[src/rtl/ifetch_prefetch_queue.sv]
// ifetch_prefetch_queue: sequential instruction fetcher with an in-order response FIFO and redirect flush.
// Optional IFQ_STARVE_CNT_EN adds a saturating starve_cnt output.
module ifetch_prefetch_queue #(
  parameter int          DEPTH    = 4,
  parameter logic [31:0] RESET_PC = 32'h0000_0000
) (
`ifdef IFQ_STARVE_CNT_EN
  output logic [31:0] starve_cnt,
`endif
  input  logic        clk,
  input  logic        reset,
  output logic        imem_req_valid,
  input  logic        imem_req_ready,
  output logic [31:0] imem_req_addr,
  input  logic        imem_rsp_valid,
  input  logic [31:0] imem_rsp_data,
  output logic        instr_valid,
  input  logic        instr_ready,
  output logic [31:0] instr_data,
  output logic [31:0] instr_pc,
  input  logic        redirect_valid,
  input  logic [31:0] redirect_pc
);
  localparam int AW = $clog2(DEPTH);
  localparam int CW = AW + 1;
  logic [31:0]   fetch_pc;
  logic [31:0]   q_data [DEPTH];
  logic [31:0]   q_pc   [DEPTH];
  logic [31:0]   tag_pc [DEPTH];
  logic [AW-1:0] q_rd, q_wr, t_rd, t_wr;
  logic [CW-1:0] count, outstanding, discard, occ, out_next;
  logic          req_fire, push, pop, drop;
  assign occ            = count + outstanding;
  assign imem_req_valid = !reset && !redirect_valid && (occ < CW'(DEPTH));
  assign imem_req_addr  = fetch_pc;
  assign req_fire       = imem_req_valid && imem_req_ready;
  assign drop           = imem_rsp_valid && (discard != '0);
  assign push           = imem_rsp_valid && (discard == '0) && !redirect_valid;
  assign pop            = instr_valid && instr_ready && !redirect_valid;
  assign out_next       = outstanding + CW'(req_fire) - CW'(imem_rsp_valid);
  assign instr_valid    = count != '0;
  assign instr_data     = instr_valid ? q_data[q_rd] : '0;
  assign instr_pc       = instr_valid ? q_pc[q_rd] : '0;
  // Every response retires one tag, even when it is discarded, so tags stay aligned.
  always_ff @(posedge clk or posedge reset)
    if (reset) begin
      fetch_pc    <= RESET_PC;
      q_rd        <= '0;
      q_wr        <= '0;
      t_rd        <= '0;
      t_wr        <= '0;
      count       <= '0;
      outstanding <= '0;
      discard     <= '0;
    end else begin
      outstanding <= out_next;
      if (imem_rsp_valid) t_rd <= t_rd + 1'b1;
      if (req_fire) begin
        fetch_pc <= fetch_pc + 32'd4;
        t_wr     <= t_wr + 1'b1;
      end
      if (redirect_valid) begin
        fetch_pc <= {redirect_pc[31:2], 2'b00};
        q_rd     <= '0;
        q_wr     <= '0;
        count    <= '0;
        discard  <= out_next;
      end else begin
        if (drop) discard <= discard - 1'b1;
        if (push) q_wr <= q_wr + 1'b1;
        if (pop) q_rd <= q_rd + 1'b1;
        count <= count + CW'(push) - CW'(pop);
      end
    end
  always_ff @(posedge clk) begin
    if (req_fire) tag_pc[t_wr] <= fetch_pc;
    if (push) begin
      q_data[q_wr] <= imem_rsp_data;
      q_pc[q_wr]   <= tag_pc[t_rd];
    end
  end
`ifdef IFQ_STARVE_CNT_EN
  always_ff @(posedge clk or posedge reset)
    if (reset) starve_cnt <= '0;
    else if (instr_ready && !instr_valid && starve_cnt != '1) starve_cnt <= starve_cnt + 1'b1;
`endif
  rsp_without_req: assert property (@(posedge clk) disable iff (reset) imem_rsp_valid |-> outstanding != '0);
endmodule

[config.mk]
export PLATFORM = sky130hd
export DESIGN_NAME = ifetch_prefetch_queue
export DESIGN_NICKNAME = d
export VERILOG_FILES = /design/src/rtl/ifetch_prefetch_queue.sv
export SDC_FILE = /design/constraint.sdc
export NUM_CORES = 1
export LEC_CHECK = 0
export CAP_MARGIN = 10
export CORE_ASPECT_RATIO = 0.7
export CORE_MARGIN = 1.5
export CORE_UTILIZATION = 30
export CTS_BUF_LIST = sky130_fd_sc_hd__clkbuf_8
export DETAILED_ROUTE_END_ITERATION = 7
export SETUP_SLACK_MARGIN = 0.1
export SKIP_LAST_GASP = 1
export SLEW_MARGIN = 20
export SYNTH_ARGS = -nofsm -noshare
export SYNTH_HDL_FRONTEND = slang
export SYNTH_SLANG_ARGS = --single-unit
[constraint.sdc]
create_clock -name clk -period 3.64 [get_ports clk]
set_clock_uncertainty 0.1 [all_clocks]
set_input_delay 0.728 -clock clk [delete_from_list [all_inputs] [get_ports clk]]
set_output_delay 0.728 -clock clk [all_outputs]
set_load 0.01 [all_outputs]
==> flow_summary_export.csv <==
group,metric,value,unit
place,place.detailed.hpwl,22.8,mm
critical_path,timing.rr.end,"discard[2]$_DFFE_PP0P_",
yosys,synth.yosys.seq_area_share,73.9,%
pwr,static-leakage-power,6.84,nW
detailed_routing,wl_met3,2.05,mm
floorplanning,floorplan.die.width,284,um
yosys,ys_ff_latch,415,
detailed_routing,drc,0,
cells_and_area,stdcell_count,1862,
cells_and_area,layout-drive-gt1-share,21.4,%
yosys,ys_types,54,
place,port_buffers,161,
timing,setup_violations,0,
detailed_routing,wl_per_cell,20.4,um
place,numPlacedInstances,1739,
timing,setup_repair_after_global_routing_missed_its_margin,"false",
cells_and_area,final_common_cell,"sky130_fd_sc_hd__edfxtp_1",
critical_path,timing.reg2reg.worst_path_depth,14,
yosys,synth-warning-count,0,
pwr,cellPowerDensity,676,mW/mm2
critical_path,worst-r2r-setup-slack,0.71,ns
clock_tree,clock_input_transition_at_the_sequential_cells_of_the_worst_setup_and_hold_paths,0.06,ns
floorplanning,initial_utilization,30.6,%
place,place_ws,0.294,ns
timing,finalCritPeriodShare,95.0,%
detailed_routing,route.final.wire_length,38.0,mm
detailed_routing,routed_via_count,8699,
pwr,vdd_ir_drop_max,0.556,mV
yosys,netlist.area_leader.share,66.8,%
critical_path,worst_setup_path_start_kind,"register",
floorplanning,core.rowCount,71,
critical_path,cpPeakStageDelay,0.54,ns
timing,relSlewSlack,44.2,%
timing,totalNegativeSetupSlack,0,ns
timing,timing.final.hold_violations,0,
critical_path,path_max_fanout,6,
yosys,yosys-top-cells-area,"sky130_fd_sc_hd__edfxtp_1 (67%), sky130_fd_sc_hd__mux4_2 (13%), sky130_fd_sc_hd__dfrtp_1 (7.1%), sky130_fd_sc_hd__and2_1 (2.6%), sky130_fd_sc_hd__ha_1 (1.2%)",
global_route,number_of_global_route_vias_before_repair,9157,
min_path,hold_path_depth,1,
outcome,status,"finished clean",
pwr,p_total,0.0139,W
detailed_routing,drtPass1Iterations,5,
min_path,timing.hold.worst.class,"reg2reg",
cells_and_area,layout-area-overhead-vs-synth,24.6,%
global_route,grt_usage,13.5,%
detailed_routing,via_per_inst,4.67,
timing,setup_ws,0.183,ns
run,maxCapViolations,0,
clock_tree,clkLatencyLatePin,0.60,ns
clock_tree,clock_tree_from_tritoncts,"done",
global_route,grt_overflow,0,
yosys,netlist_area,0.0165,mm2
detailed_routing,drt_iter0_markers,561,
min_path,worst_hold_path.endpoint,"outstanding[2]$_DFF_PP0_",
floorplanning,fp.dieH,199,um
critical_path,kind_of_critical_path,"reg2out",
clock_tree,tritoncts.num_buffers,68,
timing,fmaxAchievable,0.289,GHz
detailed_routing,route.layer.met1.wl,18.3,mm
clock_tree,ctsLongestPathBuffers,3,
yosys,synth_cells,857,
critical_path,worstSetupEndpointType,"output pin",
timing,final_max_slew_viol_count,0,
min_path,critical_hold_path_startpoint,"outstanding[2]$_DFF_PP0_",
floorplanning,io_pins,168,
critical_path,worst_ep_required_time,2.81,ns
cells_and_area,postLayoutCoreUtil,38.1,%
global_route,antenna_found_initial,0,
clock_tree,cts.htree.levels,3,
critical_path,cp_data_arrival_time,2.63,ns
detailed_routing,ant_nets,0,
critical_path,cell_by_cell_listing_of_the_critical_path,"buf_12, buf_4, mux4_2, and2_1, clkdlybuf4s50_1",
timing,fin_crit,3.46,ns
critical_path,worst_path_max_delay_cell,"sky130_fd_sc_hd__mux4_2",
floorplanning,total_core_area,0.0541,mm2
yosys,synth_area_per_cell,19.3,um2
place,gp_routability_congestion,0.792,
detailed_routing,dr_wl_met2,16.9,mm
yosys,yosys.area.top_type,"sky130_fd_sc_hd__edfxtp_1",
clock_tree,root_buf_cell,"sky130_fd_sc_hd__clkbuf_8",
cells_and_area,antenna_cells,0,
clock_tree,cts_hold_buffers,0,
cells_and_area,fillers,4995,
cells_and_area,most_used_cells_in_the_layout_excluding_fill_and_tap_cells,"sky130_fd_sc_hd__edfxtp_1 (368), sky130_fd_sc_hd__clkdlybuf4s50_1 (156), sky130_fd_sc_hd__mux4_2 (92), sky130_fd_sc_hd__clkbuf_8 (68), sky130_fd_sc_hd__and2_1 (66)",
timing,tightest_pin_transition,0.838,ns
detailed_routing,dr.max_layer_used,"met4",
global_route,wire_length_of_the_first_global_routing_pass,56.7,mm
floorplanning,fp.dieArea,0.0566,mm2
critical_path,reg2reg_from,"count[1]$_DFF_PP0_",
global_route,grt_max_degree,66,
cells_and_area,nets,1178,
clock_tree,cts.sink_count,415,
[per-layer routing]
layer | track usage (%) | vias up
met3 | 3.23 | 69
met1 | 19.2 | 4474
met4 | 3.80 | 0
met2 | 20.4 | 278
met5 | 0 | -
li1 | - | 3878
[through the flow]
step,hold WS (ns),area (um2)
3_5_place_dp,0.445,19300
6_report,0.451,20600
5_1_grt,0.495,20600
4_1_cts,0.454,20500
2_1_floorplan,0.416,16600
3_3_place_gp,0.441,19300
[what timing repair did]
| action | in CTS | in global routing |
|---|---|---|
| setup buffers | 4 | 4 |
| gates cloned | 0 | 3 |
| endpoints found under the setup margin | 63 | 54 |
| pin swaps | 1 | 0 |
| gates resized for setup | 4 | 5 |
[final cells by class]
class                      instances  area (um2)  area share [%]
sequential                       415       12200            59.3
multi-input combinational        384        4090            19.8
timing repair buffer             203        2120            10.3
clock buffer                      68         936            4.54
tap                              730         913            4.43
clock inverter                    44         250            1.21
inverter                          18        71.3           0.346
[synthesized netlist by cell type, drive strengths merged]
cell    count
mux2        2
and3        2
mux4       92
o21ai      15
inv        18
a221o       1
mux2i       2
o211ai     13
nor4b       2
conb        1
clkbuf     23
nand2b      2
or3         3
xor2       15
nand2      45
fa          2
nor3        5
or2         1
o311ai     11
nor2b       2
a21oi       1
xnor2      13
nand3b      1
dfrtp      47
a41oi       1
ha         16
a311o       1
and4        2
nor4        5
nand3      19
buf        20
edfxtp    368
nor2       15
a31oi       3
or4         4
o22ai       1
and2       70
nand4      13
[logic make-up (layout without fill, tap and decap cells)]
group           after synthesis  count (layout)  share of synthesized area (%)
flops                       415             415                           73.9
buf+inv                      61             333                           1.58
other cells                   1               4                         0.0227
compound gates               47              47                           2.02
fa+ha+maj                    18              18                           1.45
mux                          96              96                           12.8
simple gates                191             191                           6.56
xor+xnor                     28              28                           1.69
[worst max-delay path, delay by kind of cell (launching register included)]
kind                   cells  cell delay [ns]
buffers and inverters      3             0.82
multiplexers               1             0.54
flip-flops                 1             0.49
AND/OR/NAND/NOR            1             0.18
[state kept, by name, indices dropped and copies added (netlist names), 3 cells and up]
name / flops
q_data: 128
outstanding: 3
tag_pc: 120
q_pc: 120
count: 3
discard: 3
imem_req_addr: 30
[power by group]
| group | total (W) | switching (W) | internal (W) |
|---|---|---|---|
| sequential | 0.00608 | 0.000357 | 0.00572 |
| combinational | 0.00419 | 0.00197 | 0.00221 |
| clock | 0.00368 | 0.00180 | 0.00188 |
[worst max path at each step]
stage                        start                endpoint  cells after the start
3_5_place_dp                 reset  discard[2]$_DFFE_PP0P_                     14
6_report       q_rd[0]$_DFFE_PP0P_            instr_pc[15]                      5
3_3_place_gp                 reset  discard[2]$_DFFE_PP0P_                     14
5_1_grt        q_rd[0]$_DFFE_PP0P_            instr_pc[15]                      5
2_1_floorplan                reset  discard[2]$_DFFE_PP0P_                     14
4_1_cts        q_rd[0]$_DFFE_PP0P_             instr_pc[2]                      4
No activity file was read; power rests on OpenSTA's default activity.
